**config.mk**
```make
export PLATFORM = sky130hd
export DESIGN_NAME = hyperbus_tx_seq
export DESIGN_NICKNAME = d
export VERILOG_FILES = /design/src/rtl/hyperbus_pkg.sv /design/src/rtl/hyperbus_tx_seq.sv
export SDC_FILE = /design/constraint.sdc
export NUM_CORES = 1
export LEC_CHECK = 0
export BUFFER_PORTS_ARGS = -buffer_cell sky130_fd_sc_hd__clkbuf_2
export CAP_MARGIN = 20
export CELL_PAD_IN_SITES_DETAIL_PLACEMENT = 2
export CELL_PAD_IN_SITES_GLOBAL_PLACEMENT = 2
export CORE_UTILIZATION = 38
export DETAILED_ROUTE_END_ITERATION = 7
export GPL_ROUTABILITY_DRIVEN = 0
export GPL_TIMING_DRIVEN = 0
export PLACE_DENSITY_LB_ADDON = 0.1
export SLEW_MARGIN = 20
export SYNTH_ARGS = -nofsm -noshare
export SYNTH_HDL_FRONTEND = slang
export SYNTH_SLANG_ARGS = --single-unit
export TNS_END_PERCENT = 1
```
**constraint.sdc**
```tcl
create_clock -name clk_i -period 8.3 [get_ports clk_i]
set_clock_uncertainty 0.2 [all_clocks]
set_input_delay 2.075 -clock clk_i [delete_from_list [all_inputs] [get_ports clk_i]]
set_output_delay 2.075 -clock clk_i [all_outputs]
set_load 0.05 [all_outputs]
```
**src/rtl/hyperbus_pkg.sv**
```systemverilog
// Shared types and constants for the HyperBus transmit sequencer.
package hyperbus_pkg;

    typedef enum logic [2:0] {
        ST_IDLE     = 3'd0,
        ST_CS_SETUP = 3'd1,
        ST_CA       = 3'd2,
        ST_LATENCY  = 3'd3,
        ST_DATA     = 3'd4,
        ST_CS_HOLD  = 3'd5
    } state_e;

    localparam int CA_W      = 48;
    localparam int CA_RD_BIT = 47;
    localparam int CA_AS_BIT = 46;
    localparam int BURST_W   = 9;
    localparam int LAT_W     = 4;
    localparam int LATC_W    = LAT_W + 1;
    localparam int CNT_W     = 10;

    // CA word k: rise byte in [15:8], fall byte in [7:0]
    function automatic logic [15:0] ca_word(input logic [CA_W-1:0] ca,
                                            input logic [1:0] k);
        logic [CA_W-1:0] s;
        s = ca << {k, 4'b0000};
        return s[47:32];
    endfunction

endpackage

```
**src/rtl/hyperbus_tx_seq.sv**
```systemverilog
// HyperBus command/latency/data sequencer, all outputs registered.
// Define HYPERBUS_FIXED_LATENCY_EN to force 2L latency and ignore rwds_i.
module hyperbus_tx_seq
    import hyperbus_pkg::*;
#(
    parameter int unsigned CS_HOLD = 1
) (
    input  logic        clk_i,
    input  logic        rst_ni,
    input  logic        trans_valid_i,
    output logic        trans_ready_o,
    input  logic [47:0] trans_ca_i,
    input  logic [8:0]  trans_burst_i,
    input  logic [3:0]  cfg_latency_i,
    input  logic        tx_valid_i,
    output logic        tx_ready_o,
    input  logic [15:0] tx_data_i,
    input  logic [1:0]  tx_strb_i,
    input  logic        rwds_i,
    output logic        cs_no,
    output logic        ck_en_o,
    output logic [7:0]  dq_rise_o,
    output logic [7:0]  dq_fall_o,
    output logic        dq_oe_o,
    output logic        rwds_oe_o,
    output logic        rwds_rise_o,
    output logic        rwds_fall_o,
    output logic        busy_o
);

    localparam logic [2:0] HOLD_LAST = 3'(CS_HOLD - 1);

    state_e               state_q, state_d;
    logic [1:0]           ca_cnt_q, ca_cnt_d;
    logic [LATC_W-1:0]    lat_cnt_q, lat_cnt_d;
    logic [CNT_W-1:0]     cnt_q, cnt_d;
    logic [2:0]           hold_cnt_q, hold_cnt_d;
    logic [CA_W-1:0]      ca_q, ca_d;
    logic [BURST_W-1:0]   burst_q, burst_d;
    logic [LAT_W-1:0]     lat_q, lat_d;
    logic                 dbl_q, dbl_d;

    logic                 trans_ready_q, trans_ready_d;
    logic                 tx_ready_q, tx_ready_d;
    logic                 cs_n_q, cs_n_d;
    logic                 ck_en_q, ck_en_d;
    logic [7:0]           dq_rise_q, dq_rise_d;
    logic [7:0]           dq_fall_q, dq_fall_d;
    logic                 dq_oe_q, dq_oe_d;
    logic                 rwds_oe_q, rwds_oe_d;
    logic                 rwds_rise_q, rwds_rise_d;
    logic                 rwds_fall_q, rwds_fall_d;
    logic                 busy_q, busy_d;

    logic                 hs_t, hs_w;
    logic                 is_rd, is_reg, skip_lat, pre_data;
    logic [CNT_W-1:0]     total;
    logic [LATC_W-1:0]    lat_len;
    logic [15:0]          ca_w;

    assign hs_t     = trans_valid_i & trans_ready_q;
    assign hs_w     = tx_valid_i & tx_ready_q;
    assign is_rd    = ca_q[CA_RD_BIT];
    assign is_reg   = ca_q[CA_AS_BIT];
    assign skip_lat = (!is_rd && is_reg) || (lat_q == '0);
    assign total    = {1'b0, burst_q} + 10'd1;
    assign lat_len  = dbl_q ? {lat_q, 1'b0} : {1'b0, lat_q};

    always_comb begin
        state_d    = state_q;
        ca_cnt_d   = ca_cnt_q;
        lat_cnt_d  = lat_cnt_q;
        cnt_d      = cnt_q + {{(CNT_W-1){1'b0}}, hs_w};
        hold_cnt_d = hold_cnt_q;
        ca_d       = ca_q;
        burst_d    = burst_q;
        lat_d      = lat_q;
        dbl_d      = dbl_q;
        unique case (state_q)
            ST_IDLE: begin
                if (hs_t) begin
                    state_d = ST_CS_SETUP;
                    ca_d    = trans_ca_i;
                    burst_d = trans_burst_i;
                    lat_d   = cfg_latency_i;
                end
            end
            ST_CS_SETUP: begin
                state_d  = ST_CA;
                ca_cnt_d = 2'd0;
                cnt_d    = '0;
            end
            ST_CA: begin
                ca_cnt_d = ca_cnt_q + 2'd1;
                if (ca_cnt_q == 2'd0) begin
`ifdef HYPERBUS_FIXED_LATENCY_EN
                    dbl_d = 1'b1;
`else
                    dbl_d = rwds_i;
`endif
                end
                if (ca_cnt_q == 2'd2) begin
                    state_d   = skip_lat ? ST_DATA : ST_LATENCY;
                    lat_cnt_d = lat_len;
                end
            end
            ST_LATENCY: begin
                lat_cnt_d = lat_cnt_q - 5'd1;
                if (lat_cnt_q == 5'd1) state_d = ST_DATA;
            end
            ST_DATA: begin
                if (is_rd) begin
                    cnt_d = cnt_q + 10'd1;
                    if (cnt_q + 10'd1 == total) state_d = ST_CS_HOLD;
                end else if (cnt_q == total) begin
                    state_d = ST_CS_HOLD;
                end
                hold_cnt_d = 3'd0;
            end
            ST_CS_HOLD: begin
                hold_cnt_d = hold_cnt_q + 3'd1;
                if (hold_cnt_q == HOLD_LAST) state_d = ST_IDLE;
            end
            default: state_d = ST_IDLE;
        endcase
    end

    // Write words are fetched one cycle ahead so each DATA cycle can drive one.
    assign pre_data = (state_d == ST_CA && ca_cnt_d == 2'd2 && skip_lat) ||
                      (state_d == ST_LATENCY && lat_cnt_d == 5'd1);

    always_comb begin
        trans_ready_d = 1'b0;
        cs_n_d        = 1'b0;
        ck_en_d       = 1'b0;
        dq_oe_d       = 1'b0;
        rwds_oe_d     = 1'b0;
        dq_rise_d     = 8'h00;
        dq_fall_d     = 8'h00;
        rwds_rise_d   = 1'b0;
        rwds_fall_d   = 1'b0;
        busy_d        = 1'b1;
        ca_w          = ca_word(ca_q, ca_cnt_d);
        unique case (state_d)
            ST_IDLE: begin
                trans_ready_d = 1'b1;
                cs_n_d        = 1'b1;
                busy_d        = 1'b0;
            end
            ST_CA: begin
                ck_en_d   = 1'b1;
                dq_oe_d   = 1'b1;
                dq_rise_d = ca_w[15:8];
                dq_fall_d = ca_w[7:0];
            end
            ST_LATENCY: ck_en_d = 1'b1;
            ST_DATA: begin
                if (is_rd) begin
                    ck_en_d = 1'b1;
                end else begin
                    ck_en_d     = hs_w;
                    dq_oe_d     = 1'b1;
                    rwds_oe_d   = !is_reg;
                    dq_rise_d   = hs_w ? tx_data_i[15:8] : dq_rise_q;
                    dq_fall_d   = hs_w ? tx_data_i[7:0]  : dq_fall_q;
                    rwds_rise_d = hs_w ? ~tx_strb_i[1]   : rwds_rise_q;
                    rwds_fall_d = hs_w ? ~tx_strb_i[0]   : rwds_fall_q;
                end
            end
            default: ;
        endcase
        tx_ready_d = !is_rd && (cnt_d < total) &&
                     (pre_data || state_d == ST_DATA);
    end

    always_ff @(posedge clk_i or negedge rst_ni) begin
        if (!rst_ni) begin
            state_q       <= ST_IDLE;
            ca_cnt_q      <= '0;
            lat_cnt_q     <= '0;
            cnt_q         <= '0;
            hold_cnt_q    <= '0;
            ca_q          <= '0;
            burst_q       <= '0;
            lat_q         <= '0;
            dbl_q         <= 1'b0;
            trans_ready_q <= 1'b1;
            tx_ready_q    <= 1'b0;
            cs_n_q        <= 1'b1;
            ck_en_q       <= 1'b0;
            dq_rise_q     <= '0;
            dq_fall_q     <= '0;
            dq_oe_q       <= 1'b0;
            rwds_oe_q     <= 1'b0;
            rwds_rise_q   <= 1'b0;
            rwds_fall_q   <= 1'b0;
            busy_q        <= 1'b0;
        end else begin
            state_q       <= state_d;
            ca_cnt_q      <= ca_cnt_d;
            lat_cnt_q     <= lat_cnt_d;
            cnt_q         <= cnt_d;
            hold_cnt_q    <= hold_cnt_d;
            ca_q          <= ca_d;
            burst_q       <= burst_d;
            lat_q         <= lat_d;
            dbl_q         <= dbl_d;
            trans_ready_q <= trans_ready_d;
            tx_ready_q    <= tx_ready_d;
            cs_n_q        <= cs_n_d;
            ck_en_q       <= ck_en_d;
            dq_rise_q     <= dq_rise_d;
            dq_fall_q     <= dq_fall_d;
            dq_oe_q       <= dq_oe_d;
            rwds_oe_q     <= rwds_oe_d;
            rwds_rise_q   <= rwds_rise_d;
            rwds_fall_q   <= rwds_fall_d;
            busy_q        <= busy_d;
        end
    end

    assign trans_ready_o = trans_ready_q;
    assign tx_ready_o    = tx_ready_q;
    assign cs_no         = cs_n_q;
    assign ck_en_o       = ck_en_q;
    assign dq_rise_o     = dq_rise_q;
    assign dq_fall_o     = dq_fall_q;
    assign dq_oe_o       = dq_oe_q;
    assign rwds_oe_o     = rwds_oe_q;
    assign rwds_rise_o   = rwds_rise_q;
    assign rwds_fall_o   = rwds_fall_q;
    assign busy_o        = busy_q;

endmodule

```
## After elaboration in Yosys (flattened, before gate mapping)

Index checks and enable logic that the tools add are counted.

| storage, ports and cells | value |
|---|---|
| bits in registers | 109 |

| operators by class | value |
|---|---|
| bitwise operators | 4 |
| add/subtract/negate cells | 6 |
| mux-type cells | 36 |
| reductions and logical operators | 20 |
| equal/unequal tests | 15 |
| $lt $le $gt $ge | 1 |
| shift-type cells | 1 |

Operators by type and width:

| operator | count |
|---|---|
| 48-bit by 6-bit left shift with 48-bit output | 1 |
| 8-bit two-way mux | 4 |
| 8-bit one-hot mux with 2 select lines | 2 |
| 3-bit two-way mux | 8 |
| 10-bit equality test | 2 |
| 10-bit one-hot mux with 2 select lines | 1 |
| 3-bit one-hot mux with 6 select lines | 1 |
| 3-bit by 2-bit equality test with 1-bit output (second input constant) | 4 |
| 1-bit two-way mux | 12 |
| 10-bit by 1-bit adder with 10-bit output | 1 |
| 10-bit by 1-bit adder with 10-bit output (second input constant) | 1 |
| 9-bit by 1-bit adder with 10-bit output (second input constant) | 1 |
| 5-bit by 1-bit equality test with 1-bit output (second input constant) | 2 |
| 10-bit < comparator | 1 |
| 10-bit two-way mux | 1 |
| 5-bit two-way mux | 2 |
| 5-bit one-hot mux with 2 select lines | 1 |
| 3-bit equality test (second input constant) | 3 |
| 3-bit zero test | 3 |
| 1-bit logical AND | 6 |
| 3-bit one-hot mux with 2 select lines | 1 |
| 5-bit by 1-bit subtractor with 5-bit output (second input constant) | 1 |
| 2-bit equality test (second input constant) | 2 |
| 4-bit zero test | 1 |
| other kinds (14) | 21 |

## Depth between registers and ports, before layout

| logic depth | value |
|---|---|
| depth after elaboration | 12 |
| mapped depth | 15 |

## Worst setup path after synthesis

No wires, ideal clock.

| path | value |
|---|---|
| kind | input port to flip-flop |
| from | input tx_valid_i |
| to | register tx_ready_q (netlist: tx_ready_o) |
| required time | 8.006 ns |
| slack | 3.986 ns |
| stages | 12 |
| data arrival time | 4.020 ns |
| cell sequence | nand2_1 inv_1 ha_1 ha_1 mux2i_1 nor3_1 xnor2_1 nor2_1 ha_1 a21o_1 a211o_1 a211oi_1 |

| on the way | value |
|---|---|
| cells in the longest elaborated chain, start to end | 7 |

RTL lines:

| item | line | RTL |
|---|---|---|
| start, declared | hyperbus_tx_seq.sv:15 | `input logic tx_valid_i,` |
| 1-bit AND (*) | hyperbus_tx_seq.sv:62 | `assign hs_w = tx_valid_i & tx_ready_q;` |
| 10-bit by 1-bit adder with 10-bit output (*) | hyperbus_tx_seq.sv:73 | `cnt_d = cnt_q + {{(CNT_W-1){1'b0}}, hs_w};` |
| 10-bit two-way mux | hyperbus_tx_seq.sv:112 | `if (is_rd) begin` |
| 10-bit one-hot mux with 2 select lines (*) | hyperbus_tx_seq.sv:79 | `unique case (state_q)` |
| via cnt_d[8] | hyperbus_tx_seq.sv:36 | `logic [CNT_W-1:0] cnt_q, cnt_d;` |
| 10-bit < comparator (*) | hyperbus_tx_seq.sv:172 | `tx_ready_d = !is_rd && (cnt_d < total) &&` |
| 1-bit logical AND (*) (2 in series) | hyperbus_tx_seq.sv:172 |  |
| via tx_ready_d | hyperbus_tx_seq.sv:44 | `logic tx_ready_q, tx_ready_d;` |
| end signal, assigned | hyperbus_tx_seq.sv:209 | `tx_ready_q <= tx_ready_d;` |
| end, declared | hyperbus_tx_seq.sv:44 |  |

The timed path passes the listed nets; every way through them passes the cells marked *.
A chain may end at the register's enable or synchronous reset.

## Worst setup path after layout

Ends and elaborated chain as after synthesis.

==> metrics <==
Nets=about 800; Area growth syn-to-layout=18.9%; clock-pin slew on the worst setup and hold paths=roughly 0.09 ns; setup TNS=0 ns; CTS tree=done; Req. time, crit path=about 8.3 ns; row cnt=45; Slew @ Worst Pin=0.909 ns; Fillers=1600; sequential area share after synthesis=0.464; Period Utilization, post-route=0.603; Tot GR Track Use=0.239; Post-synth ARST share=1.00; vias per inst=around 5.5; synth top area cells=dfrtp_1 (46%), mux2_2 (12%), ha_1 (4.0%); most frequent cells after synthesis=dfrtp_1 (108), mux2_2 (63), nand2_1 (52); Initial DRC Count=around 130; final hold vios=0; DRT Pass-1 Iters=4; Final setup viols=0; io pins=approximately 110; die extent in y=roughly 130 um; Port Buffers=108; first-pass GRT wire length=29500 um; hold_sp=ca_q[46]; Reg2Reg Setup Slack=roughly 4.6 ns; Syn Area/Cell=10.3 um^2; WHS=0.299 ns; dpl hpwl=13600 um; CP max FO=4; clock insertion delay at the later pin of the skew report=roughly 0.37 ns; Synth top area share=0.459; Final Max Tran Viols=0; final wirelength=around 18000 um; Reg-to-Reg Start=burst_q[2]; f_max=200 MHz; Setup crit end=tx_ready_o; Setup crit end kind=flip-flop; reg2reg path depth=8; critical path startpoint category=input port; worst vdd ir=around 130 uV; Starting Density=0.389; Synth warnings=0; FF-to-FF End=tx_ready_o; H-tree depth=3; hold buffer count at CTS=0; unique cell type count in the Yosys netlist=between 60 and 70; residual DRC count=0; FF+latch count, synth=between 100 and 150; WS Path Type=in2reg; Post-Synthesis Cells=between 500 and 600; DR WL/cell=20.3 um; MaxCap Viol Count=0; clk buf depth=2; pin count of the biggest net entering global routing=69; diode count=0; CTS root buf=clkbuf_16; Mapped Nets=about 680; Vias=just under 5000; Hold Crit Class=reg2reg; Most used DFF post-synth=dfrtp_1; Netlist Area Pre-Place=5880 um^2; leakage power=about 3.2 nW; antenna viol nets, final=0; Tmin final=around 5 ns; CP arrival=around 5 ns; slew margin rel.=0.386; vias in the first global route=5620; beginning of the critical path=tx_valid_i; share of cells above drive strength 1=0.301; CTS Sinks=between 100 and 150; Die Footprint=about 16000 um^2; post-CTS sizing=0; global route overflow=0; CTS Buf Count=9; number of flops mapped to enable cells by yosys=0; status=finished clean; most common cell in the netlist=dfrtp_1; Die X=about 130 um; Core Area=~15000 um^2; initial antenna violation count=0; RSZ-0062 raised after global routing=no; PD cells=roughly 280 nW/um^2; cell taking the most area after synthesis=dfrtp_1; Post-CTS Repair Setup Buffers=0
[worst max-delay path, stage by stage]
cell	delay, ns
clkbuf_2	0.08
nand2_1	0.31
inv_1	0.13
ha_1	0.26
ha_1	0.22
mux2i_1	0.41
xor2_1	0.20
nor2_1	0.08
ha_1	0.32
o21ai_0	0.09
a31oi_1	0.09
o211ai_1	0.20
nand2_1	0.07
nand3_1	0.12
a21oi_1	0.09
a211oi_1	0.28
[through the flow]
| step | area (um^2) | util | worst slack (ns) | cells | total power, W |
|---|---|---|---|---|---|
| finish | 7000 | 0.462 | 3.29 | 886 | 0.00195 |
| global route | 7000 | 0.462 | 3.12 | 886 | 0.00206 |
| CTS | 7000 | 0.462 | 3.31 | 886 | 0.00197 |
| detailed placement | 6700 | 0.442 | 2.95 | 870 | 0.00151 |
| global placement | 6660 | 0.440 | 3.07 | 869 | 0.00147 |
| floorplan | 5880 | - | 3.99 | 573 | 0.00128 |
[kinds of logic (layout without fill, tap and decap cells)]
family,count (synthesis),after routing,synth area share
flip-flops,109,109,0.464
AO/OA/AOI/OAI,129,129,0.134
multiplexers,72,72,0.136
AND/OR/NAND/NOR,164,164,0.136
XOR/XNOR,28,28,0.0502
adder cells (fa/ha/maj),19,19,0.0404
buffers and inverters,52,177,0.0398
[report_power, final]
| group | switching [W] | total, W | leakage [nW] | internal, W |
|---|---|---|---|---|
| Sequential | 0.0000834 | 0.000724 | 1.44 | 0.000640 |
| Clock | 0.000235 | 0.000451 | 0.145 | 0.000216 |
| Combinational | 0.000498 | 0.000773 | 1.62 | 0.000275 |
| Total | 0.000817 | 0.00195 | 3.21 | 0.00113 |
[cell type report]
class	instances	area (um^2)	area share
Multi-Input combinational cell	412	2920	0.418
Sequential cell	109	2730	0.390
Timing Repair Buffer	109	577	0.0824
Tap cell	188	235	0.0336
Clock buffer	9	225	0.0322
Buffer	34	166	0.0238
Clock inverter	7	75.1	0.0107
Inverter	18	67.6	0.00966
[per-layer routing]
| layer | part of all wire | vias to the layer above | global-route usage |
|---|---|---|---|
| met5 | 0 | - | 0 |
| met4 | 0.018 | 0 | 0.0645 |
| met3 | 0.032 | 21 | 0.0468 |
| met2 | 0.52 | 88 | 0.441 |
| met1 | 0.43 | 2514 | 0.283 |
| li1 | - | 2294 | - |
[sequential cells by signal (all words and copies together) (netlist names)]
signal,flops
burst_q,9
busy_o,1
ca_cnt_q,2
ca_q,48
ck_en_o,1
cnt_q,10
cs_no,1
dbl_q,1
dq_fall_o,8
dq_oe_o,1
dq_rise_o,8
hold_cnt_q,3
lat_cnt_q,5
lat_q,4
rwds_fall_o,1
rwds_oe_o,1
rwds_rise_o,1
state_q,3
tx_ready_o,1
[layout by cell type (no fill, tap or decap), drive strengths merged, types with 3 or more instances in the layout]
cell      n
clkbuf  145
nor3      7
and3      4
mux2     63
or4       3
a211oi    3
a21oi    47
mux2i     9
nand2b    5
a31oi     7
o22ai    19
and2      4
buf       7
xor2     11
nor2     40
or3       5
dfrtp   108
nand2    52
nor4      3
o211ai    5
inv      22
o21ai    18
nand3    23
a22oi    17
xnor2    14
nand4     5
ha       19
[worst min path at each step]
stage / endpoint / cells after the start / slack [ns]
after floorplan: rwds_oe_o / 1 / 0.24
after global placement: ca_q[33] / 1 / 0.29
after detailed placement: ca_q[4] / 1 / 0.30
after CTS: ca_q[4] / 1 / 0.32
after global routing: rwds_oe_o / 1 / 0.32
final: rwds_oe_o / 1 / 0.30
Note: power is estimated with default switching activity, not from simulation.
